$ cat src/rtl/mux_sel_arbiter.sv
// Round-robin 4-source arbiter that drives the select code of a downstream mux4.
// Grants are held until done, request drop, or a MAX_HOLD-cycle tenure limit.
module mux_sel_arbiter #(
  parameter int unsigned MAX_HOLD = 8
) (
  input  logic       clk,
  input  logic       rst,
  input  logic [3:0] req,
  input  logic       done,
  output logic [1:0] Sel,
  output logic [3:0] gnt,
  output logic       gnt_valid,
  output logic       timeout
);

  localparam int unsigned HW = $clog2(MAX_HOLD + 1);
  localparam logic [HW-1:0] HOLD_LAST = HW'(MAX_HOLD - 1);

  typedef enum logic {IDLE, BUSY} state_t;

  state_t        state_q, state_d;
  logic [1:0]    ptr_q, ptr_d;
  logic [HW-1:0] hold_q, hold_d;
  logic [1:0]    sel_d;
  logic [3:0]    gnt_d;
  logic          valid_d;
  logic          timeout_d;

  logic [1:0]    arb_ptr;
  logic [2:0]    win;
  logic          at_limit;
  logic          release_c;
  logic          rearb;

  // Returns {found, index} of the first request at or after p, wrapping 3->0.
  // Scanning from owner+1 visits the old owner last, so it only wins when alone.
  function automatic logic [2:0] pick(input logic [3:0] r, input logic [1:0] p);
    logic [1:0] idx;
    pick = 3'b000;
    for (int k = 3; k >= 0; k--) begin
      idx = p + 2'(k);
      if (r[idx]) pick = {1'b1, idx};
    end
  endfunction

  always_comb begin
    // NOTE: every always_comb output gets a default first so no path can infer a latch.
    state_d   = state_q;
    ptr_d     = ptr_q;
    hold_d    = hold_q;
    sel_d     = Sel;
    gnt_d     = gnt;
    valid_d   = gnt_valid;
    timeout_d = 1'b0;

    at_limit  = (hold_q == HOLD_LAST);
    release_c = done | ~req[Sel] | at_limit;
    rearb     = (state_q == IDLE) | release_c;
    arb_ptr   = (state_q == BUSY) ? Sel + 2'd1 : ptr_q;
    win       = pick(req, arb_ptr);

    if (rearb) begin
      ptr_d     = arb_ptr;
      timeout_d = (state_q == BUSY) & at_limit & ~done & req[Sel];
      hold_d    = '0;
      if (win[2]) begin
        state_d = BUSY;
        sel_d   = win[1:0];
        gnt_d   = 4'b0001 << win[1:0];
        valid_d = 1'b1;
      end else begin
        state_d = IDLE;
        gnt_d   = 4'b0000;
        valid_d = 1'b0;
      end
    end else begin
      hold_d = hold_q + HW'(1);
    end
  end

  always_ff @(posedge clk) begin
    // NOTE: state is updated with non-blocking assignments so all registers see pre-edge values.
    if (rst) begin
      state_q   <= IDLE;
      ptr_q     <= 2'd0;
      hold_q    <= '0;
      Sel       <= 2'b00;
      gnt       <= 4'b0000;
      gnt_valid <= 1'b0;
      timeout   <= 1'b0;
    end else begin
      state_q   <= state_d;
      ptr_q     <= ptr_d;
      hold_q    <= hold_d;
      Sel       <= sel_d;
      gnt       <= gnt_d;
      gnt_valid <= valid_d;
      timeout   <= timeout_d;
    end
  end

endmodule
$ cat config.mk
export PLATFORM = sky130hd
export DESIGN_NAME = mux_sel_arbiter
export DESIGN_NICKNAME = d
export VERILOG_FILES = /design/src/rtl/mux_sel_arbiter.sv
export SDC_FILE = /design/constraint.sdc
export NUM_CORES = 1
export LEC_CHECK = 0
export CORE_MARGIN = 8
export CORE_UTILIZATION = 45
export DETAILED_ROUTE_END_ITERATION = 10
export HOLD_SLACK_MARGIN = 0.06
export PLACE_DENSITY = 0.71
export SLEW_MARGIN = 20
export SYNTH_ARGS = -nofsm -noshare
export SYNTH_HDL_FRONTEND = slang
export SYNTH_SLANG_ARGS = --single-unit
$ cat constraint.sdc
create_clock -name clk -period 2.07 [get_ports clk]
set_clock_uncertainty 0.15 [all_clocks]
set_input_delay 0.207 -clock clk [delete_from_list [all_inputs] [get_ports clk]]
set_output_delay 0.207 -clock clk [all_outputs]
set_load 0.02 [all_outputs]
# Yosys cells after proc, flatten, opt, wreduce, memory -nomap -nowiden
# Cells that the tools add are included.
# word_totals
out_inout_bits	8
regBits	14
input_bits	7
# classes
n_bitwise	10
n_shift	1
addsub	5
n_lt_le_gt_ge	5
n_mux	17
reduce_logical	3
eq_ne	1
# ops
operator	n
2-bit by 3-bit less-than comparator with 1-bit output (second input constant)	5
3-bit two-way mux	4
1-bit binary-select mux with 2-bit select	5
1-bit two-way mux	6
2-bit by 1-bit adder with 2-bit output (second input constant)	2
2-bit adder (second input constant)	2
4-bit by 1-bit adder with 4-bit output (second input constant)	1
4-bit by 3-bit == test with 1-bit output (second input constant)	1
4-bit two-way mux	1
1-bit inverter	4
2-bit OR reduction	2
1-bit by 2-bit << shifter with 4-bit output (first input constant)	1
1-bit AND	3
1-bit OR	3
2-bit two-way mux	1
2-bit AND reduction	1

# Logic depth before layout (Yosys ltp)
# Gate-level depths: netlist of the first run.
# depth
depth_word	11
depth_mapped	7

# Worst setup path after synthesis of the first run
# Ideal clock, no wire load.
# synth_path
path_kind	register to register
startpoint	reg Sel[1]
endpoint	reg Sel[1]
period_less_slack_ns	2.018
path_buffers	2
arrival_time_ns	1.804
path_stages_with_launch	7
setup_time_ns	0.064
slack_ns	0.052
path_cell_list	dfxtp_1 -> buf_6 -> mux4_2 -> and3_4 -> buf_6 -> o32a_1 -> nor2_1
# synth_via
elab_chain_len	10
elab_cells_between_ends	24
# synth_lines
element	line_no	rtl
start: declaration	10	output logic [1:0] Sel,
start signal: assignment	95	Sel <= sel_d;
2-bit by 1-bit adder with 2-bit output	59	arb_ptr = (state_q == BUSY) ? Sel + 2'd1 : ptr_q;
2-bit two-way mux	59	
2-bit adder	41	idx = p + 2'(k);
1-bit binary-select mux with 2-bit select	42	if (r[idx]) pick = {1'b1, idx};
1-bit two-way mux (not written as such)	42	
3-bit two-way mux (4 in series)	42	
2-bit AND reduction (no source line)	-	
# Several ways; a longest one is shown, not always the timed one. The select of a mux whose other input is x is not followed.
# A chain may end at the register's enable or synchronous reset.

# Final worst setup path of the first run
# layout_path
startpoint	reg Sel[1]
endpoint	reg gnt[2]
# layout_via
elab_chain_len	11
elab_cells_between_ends	25
# layout_lines
element	line_no	rtl
2-bit by 1-bit adder with 2-bit output	59	
2-bit two-way mux	59	
2-bit adder	41	
1-bit binary-select mux with 2-bit select	42	
1-bit two-way mux (not written as such)	42	
3-bit two-way mux (4 in series)	42	
1-bit by 2-bit << shifter with 4-bit output	69	gnt_d = 4'b0001 << win[1:0];
4-bit two-way mux	66	if (win[2]) begin
end signal: assignment	96	gnt <= gnt_d;
end: declaration	11	output logic [3:0] gnt,
# Several ways; a longest one is shown, not always the timed one. The select of a mux whose other input is x is not followed.

==> results of run 1 <==
[cell families (layout without fill, tap and decap cells)]
kind of cell,after synthesis,after routing
mux,4,4
compound gates,21,21
buf+inv,10,35
simple gates,37,37
flops,14,14
fa+ha+maj,1,1
xor+xnor,4,4
[stage by stage]
stage / power (µW) / util [%]
floorplan: 444 / -
global placement: 524 / 59.5
detailed placement: 527 / 59.5
CTS: 719 / 61.6
global route: 757 / 61.9
finish: 719 / 61.9
[tightest hold or removal path, cell delays in order (launching register included)]
cell,delay (ns)
dfxtp_1,0.31
nand2_1,0.05
a21oi_1,0.05
[power by group]
part           internal, µW  total, µW  leakage, µW  switching, µW
logic                   111        212     0.000281            101
registers               289        313     0.000115           24.2
clock network           107        194    0.0000210           87.0
[routing by layer]
layer  wire, µm  GRT usage, %
met2        875          19.1
met1        828          14.1
met5          0             0
met4         41          8.04
met3        136          4.42
[area by class of cell]
class,count,area [µm²]
flip-flops and latches,14,284
repair buffers,27,238
fillers,150,644
clock buffers,4,36.3
inverters,4,15.0
multi-input cells,67,450
well taps,17,21.3
[cells in the mapped netlist, drive strengths merged (2+ instances only)]
master and count:
a21o 2, a21oi 6, a31o 2, buf 5, dfxtp 14, inv 4, mux2i 3, nand2 8
nand3 4, nand3b 3, nor2 7, nor2b 2, nor3 5, o41ai 2, xnor2 2, xor2 2
[worst max-delay path by stage]
| stage | start | endpoint | slack (ns) | cells after the start |
|---|---|---|---|---|
| 5_1_grt | Sel[1] | gnt[2] | 0.04 | 6 |
| 4_1_cts | Sel[1] | gnt[2] | 0.11 | 6 |
| 2_1_floorplan | Sel[1] | Sel[1] | 0.05 | 6 |
| 6_report | Sel[1] | gnt[2] | 0.19 | 6 |
| 3_5_place_dp | req[3] | gnt[2] | 0.01 | 6 |
| 3_3_place_gp | req[3] | gnt[2] | 0.007 | 6 |
[placed cells by master, fill, tap and decap left out, types with 2 or more instances in the layout]
cell / Yosys / final
nand2_1: 8 / 8
inv_1: 4 / 4
a21o_1: 2 / 2
nor3_1: 5 / 5
a31o_2: 2 / 2
nand3_1: 4 / 4
a21oi_1: 6 / 6
o41ai_1: 2 / 2
nor2_1: 7 / 7
dfxtp_1: 14 / 11
xnor2_1: 2 / 2
nand3b_1: 3 / 3
xor2_1: 2 / 2
nor2b_1: 2 / 2
buf_4: 1 / 13
dfxtp_2: 0 / 3
mux2i_1: 3 / 3
clkdlybuf4s50_1: 0 / 14
clkbuf_4: 0 / 3
[flip-flops by register name (all words and copies together), names as in the netlist]
register	count
gnt	4
timeout	1
ptr_q	2
state_q	1
hold_q	4
Sel	2
[timing repair]
| action | in CTS | in global routing |
|---|---|---|
| buffers inserted | 0 | 0 |
| resized for setup | 0 | 3 |
| endpoints found under the setup margin | 0 | 1 |
==> impl_metrics.json, run 1 <==
{
  "reg2reg_from": "Sel[1]",
  "synth_edf_count": 0,
  "synth-adder-area-share_pct": 1.58,
  "grt_pass1_vias": 779,
  "dieWidth_um": 57.9,
  "cts_hold_buf": 0,
  "cts_tree": "done",
  "async_flop_share_pct": 0,
  "synth_seq_area_share_pct": 35.5,
  "slew_viol_final": 0,
  "crit_buf_inv": 1,
  "final_cells": 133,
  "grt_pass1_wl_um": 3260,
  "detail-route-antenna-nets": 0,
  "whs_ns": 0.307,
  "io_buffers": 14,
  "wl_per_cell_um": 14.2,
  "tightestPinTransition_ns": 0.304,
  "synth_xor_area_share_pct": 4.44,
  "clk_pin_slew_ns": 0.08,
  "firstDrtPassIters": 4,
  "fp.dieH_um": 57.9,
  "drc": 0,
  "ios": 15,
  "die_area_mm2": 0.00335,
  "avgSynthCellArea_um2": 8.68,
  "placed_cells": 129,
  "synthSimpleGateAreaFrac_pct": 24.6,
  "fmax_ghz": 0.533,
  "numCtsBuffers": 3,
  "r2r_cells": 6,
  "synth_area_um2": 790,
  "areaGrowthSynthToFinish_pct": 32.3,
  "synth_flop_cell": "dfxtp_1",
  "crit_chain": "buf_4 > xor2_1 > o2bb2ai_1 > a21o_1 > or2_2 > o41ai_1",
  "cap_viol_max_count": 0,
  "power_density_mw_per_mm2": 689,
  "worst_slack_ns": 0.193,
  "drt-total-wl_um": 1880,
  "r2r-end": "gnt[2]",
  "setup_tns_ns": 0,
  "vias_per_cell": 5.71,
  "grt_setup_unrepaired": "false",
  "num_rows": 15,
  "syn_nets": 99,
  "place.gp.congestion": 0.894,
  "synth.mux.area_fraction_pct": 6.66,
  "crit_path_start_kind": "flip-flop",
  "final_nets": 125,
  "synth_top_area_share_pct": 35.5,
  "slowest_stage": "dfxtp_2",
  "synth_area_leaders": "dfxtp_1 35%, a21oi_1 3.8%, mux2i_1 3.8%",
  "vdd_ir_drop_max_uv": 553,
  "clk_latency_ns": 0.28,
  "cts.sinks": 14,
  "place_area_mm2": 0.00100,
  "clockBufferDepth": 2,
  "vias": 760,
  "yosys.area.top_type": "dfxtp_1",
  "core_mm2": 0.00169,
  "arrival_ns": 1.90,
  "dpl_worst_slack_ns": 0.0130,
  "root_buffer": "clkbuf_4",
  "first_iter_violations": 19,
  "worstSetupPathType": "flip-flop to flip-flop",
  "setup_viol": 0,
  "antenna_found_initial": 0,
  "min_from": "gnt[1]",
  "fin_crit_ns": 1.88,
  "ys_types": 38,
  "cp_top_family": "compound AO/OA/AOI/OAI gates",
  "start_util_pct": 46.7,
  "min-delay-path-class": "flip-flop to flip-flop",
  "finalInstanceArea_mm2": 0.00104,
  "synth_compound_area_share_pct": 19.8,
  "diodes": 0,
  "relSlewSlack_pct": 79.7,
  "worst-r2r-setup-slack_ns": 0.19,
  "post-route-period-util_pct": 90.7,
  "hpwl_um": 1450,
  "h-tree-depth": 1,
  "grt_usage_pct": 12.4,
  "end_kind": "flip-flop",
  "outcome": "completed",
  "cp_max_fo": 4,
  "grt_max_degree": 15,
  "synth_warnings": 0,
  "hold_depth": 2,
  "hold-path-endpoint": "gnt[1]",
  "ys_ff_latch": 14,
  "hold_viol_final": 0,
  "p_leak_uw": 0.000417,
  "syn_inst": 91,
  "overflow": 0,
  "max_stage_delay_ns": 0.38,
  "crit_required_ns": 2.10,
  "synth_top_family_by_area": "simple AND/OR/NAND/NOR gates",
  "drive_gt1_share_pct": 22.4
}
(Power assumes the default switching activity.)
==> run 2: changes to the inputs <==
--- a/config.mk
+++ b/config.mk
@@ -5,9 +5,11 @@
 export SDC_FILE = /design/constraint.sdc
 export NUM_CORES = 1
 export LEC_CHECK = 0
+export ABC_CLOCK_PERIOD_IN_PS = 2070
 export CORE_MARGIN = 8
 export CORE_UTILIZATION = 45
 export DETAILED_ROUTE_END_ITERATION = 10
+export GPL_ROUTABILITY_DRIVEN = 0
 export HOLD_SLACK_MARGIN = 0.06
 export PLACE_DENSITY = 0.71
 export SLEW_MARGIN = 20
==> results of run 2 <==
Final layout, timing and power as in run 1 (identical DEF).
==> run 3: changes to the inputs <==
--- a/config.mk
+++ b/config.mk
@@ -12,6 +12,7 @@
 export GPL_ROUTABILITY_DRIVEN = 0
 export HOLD_SLACK_MARGIN = 0.06
 export PLACE_DENSITY = 0.71
+export SETUP_SLACK_MARGIN = 0.2
 export SLEW_MARGIN = 20
 export SYNTH_ARGS = -nofsm -noshare
 export SYNTH_HDL_FRONTEND = slang
==> run 3 against run 2 <==
Effect of this change: count of clock-buffer cells in the layout unchanged; routed wire length increased by 0.32%; final area increased by 1.7%; sequential power about the same; final cell count unchanged; sequential share of layout area about the same; critical endpoint unchanged; largest cell class unchanged.
==> impl_metrics.json, run 3 (synthesized netlist as in run 1, its figures left out) <==
{
  "outcome": "completed",
  "firstDrtPassIters": 4,
  "vias": 772,
  "intPower_uw": 508,
  "largest_registers": "gnt x4, hold_q x4",
  "fmax_ghz": 0.554,
  "hold_viol_final": 0,
  "post-route-period-util_pct": 87.3,
  "drc": 0,
  "tightestPinTransition_ns": 0.466,
  "p_leak_uw": 0.000429,
  "cap_viol_max_count": 0,
  "vias_per_cell": 5.80,
  "core_mm2": 0.00169,
  "crit_required_ns": 2.11,
  "cp_top_family": "compound AO/OA/AOI/OAI gates",
  "fp.dieH_um": 57.9,
  "power_density_mw_per_mm2": 678,
  "ios": 15,
  "cts_tree": "done",
  "root_buffer": "clkbuf_4",
  "grt_max_degree": 15,
  "vdd_ir_drop_max_uv": 562,
  "first_iter_violations": 6,
  "p_sw_uw": 212,
  "worstSetupPathType": "input pin to flip-flop",
  "overflow": 0,
  "clk_latency_ns": 0.28,
  "fin_crit_ns": 1.81,
  "setup_tns_ns": 0,
  "dpl_worst_slack_ns": -0.0198,
  "wl_per_cell_um": 14.2,
  "num_rows": 15,
  "numCtsBuffers": 3,
  "relSlewSlack_pct": 68.6,
  "start_util_pct": 46.7,
  "slew_viol_final": 0,
  "cp_max_fo": 4,
  "antenna_found_initial": 0,
  "diodes": 0,
  "dieWidth_um": 57.9,
  "whs_ns": 0.275,
  "h-tree-depth": 1,
  "grt_usage_pct": 11.7,
  "comb_power_share_pct": 29.7,
  "seq_power_share_pct": 43.5,
  "drt-total-wl_um": 1890,
  "grt_setup_unrepaired": "false",
  "clockBufferDepth": 2,
  "end_kind": "flip-flop",
  "areaGrowthSynthToFinish_pct": 34.5,
  "grt_pass1_wl_um": 3130,
  "slowest_stage": "clkdlybuf4s50_1",
  "max_stage_delay_ns": 0.53,
  "layout_common_cells": "13 x clkdlybuf4s50_1, 13 x buf_4, 11 x dfxtp_1",
  "p_sw_share_pct": 29.5,
  "crit_chain": "clkdlybuf4s50_1 > inv_1 > a31o_2 > a21o_1 > or2_2 > o41ai_1",
  "power_frac_clock_pct": 26.8,
  "die_area_mm2": 0.00335,
  "arrival_ns": 1.84,
  "cts_hold_buf": 0,
  "crit_buf_inv": 2,
  "io_buffers": 14,
  "crit_path_start_kind": "input pin",
  "final_nets": 125,
  "detail-route-antenna-nets": 0,
  "min-delay-path-class": "input pin to flip-flop",
  "setup_viol": 0,
  "grt_pass1_vias": 717,
  "power_uw": 720,
  "cts.sinks": 14,
  "clk_pin_slew_ns": 0.08,
  "hpwl_um": 1440,
  "worst_slack_ns": 0.264,
  "drive_gt1_share_pct": 24.1
}
[run 3: changes by cell type in the layout (fill, tap and decap cells not counted), sizes merged]
cell	change
clkdlybuf4s50	-1
dlymetal6s2s	+1
[run 3: per-layer routing]
| metal | wire, µm | share of wire (%) | global-route usage, % |
|---|---|---|---|
| met5 | 0 | 0 | 0 |
| met3 | 152 | 8.1 | 5.30 |
| met2 | 844 | 45 | 17.8 |
| met4 | 44 | 2.3 | 5.59 |
| met1 | 846 | 45 | 13.6 |
[run 3: final cells by class]
cell class / count / area [µm²]
fillers: 151 / 627
multi-input cells: 67 / 460
flip-flops and latches: 14 / 289
repair buffers: 27 / 240
clock buffers: 4 / 36.3
well taps: 17 / 21.3
inverters: 4 / 15.0
[run 3: power by group through the flow]
stage / clock network (µW) / registers [µW] / logic [µW]
final: 193 / 313 / 214
after detailed placement: 0 / 320 / 204
after global routing: 209 / 317 / 233
after global placement: 0 / 319 / 202
after floorplan: 0 / 323 / 122
after CTS: 202 / 315 / 206
[run 3: through the flow]
stage                     util (%)  cell area [µm²]  cells
after floorplan                  -              793     91
after CTS                     61.6             1040    132
after detailed placement      59.3             1000    128
after global routing          62.9             1060    133
final                         62.9             1060    133
after global placement        59.3             1000    128
[run 3: path summary, 6_finish.rpt]
path	slack, ns	end	cells after the start	startpoint
worst max-delay path	0.26	gnt[2]	6	req[3]
worst min-delay path	0.28	state_q	4	req[0]
worst max register to register	0.27	gnt[2]	5	state_q
worst min register to register	0.30	hold_q[0]	1	hold_q[0]
[run 3: what timing repair did]
| action | in CTS | in global routing |
|---|---|---|
| endpoints found under the setup margin | 4 | 4 |
| pin swaps | 0 | 0 |
| gates cloned | 0 | 0 |
| resized for setup | 2 | 5 |
| setup buffers | 0 | 1 |
[run 3: worst register-to-register path, delay by kind of cell (launching register included)]
family	cells	cell delay, ns
simple gates	1	0.28
compound gates	4	0.88
flops	1	0.40
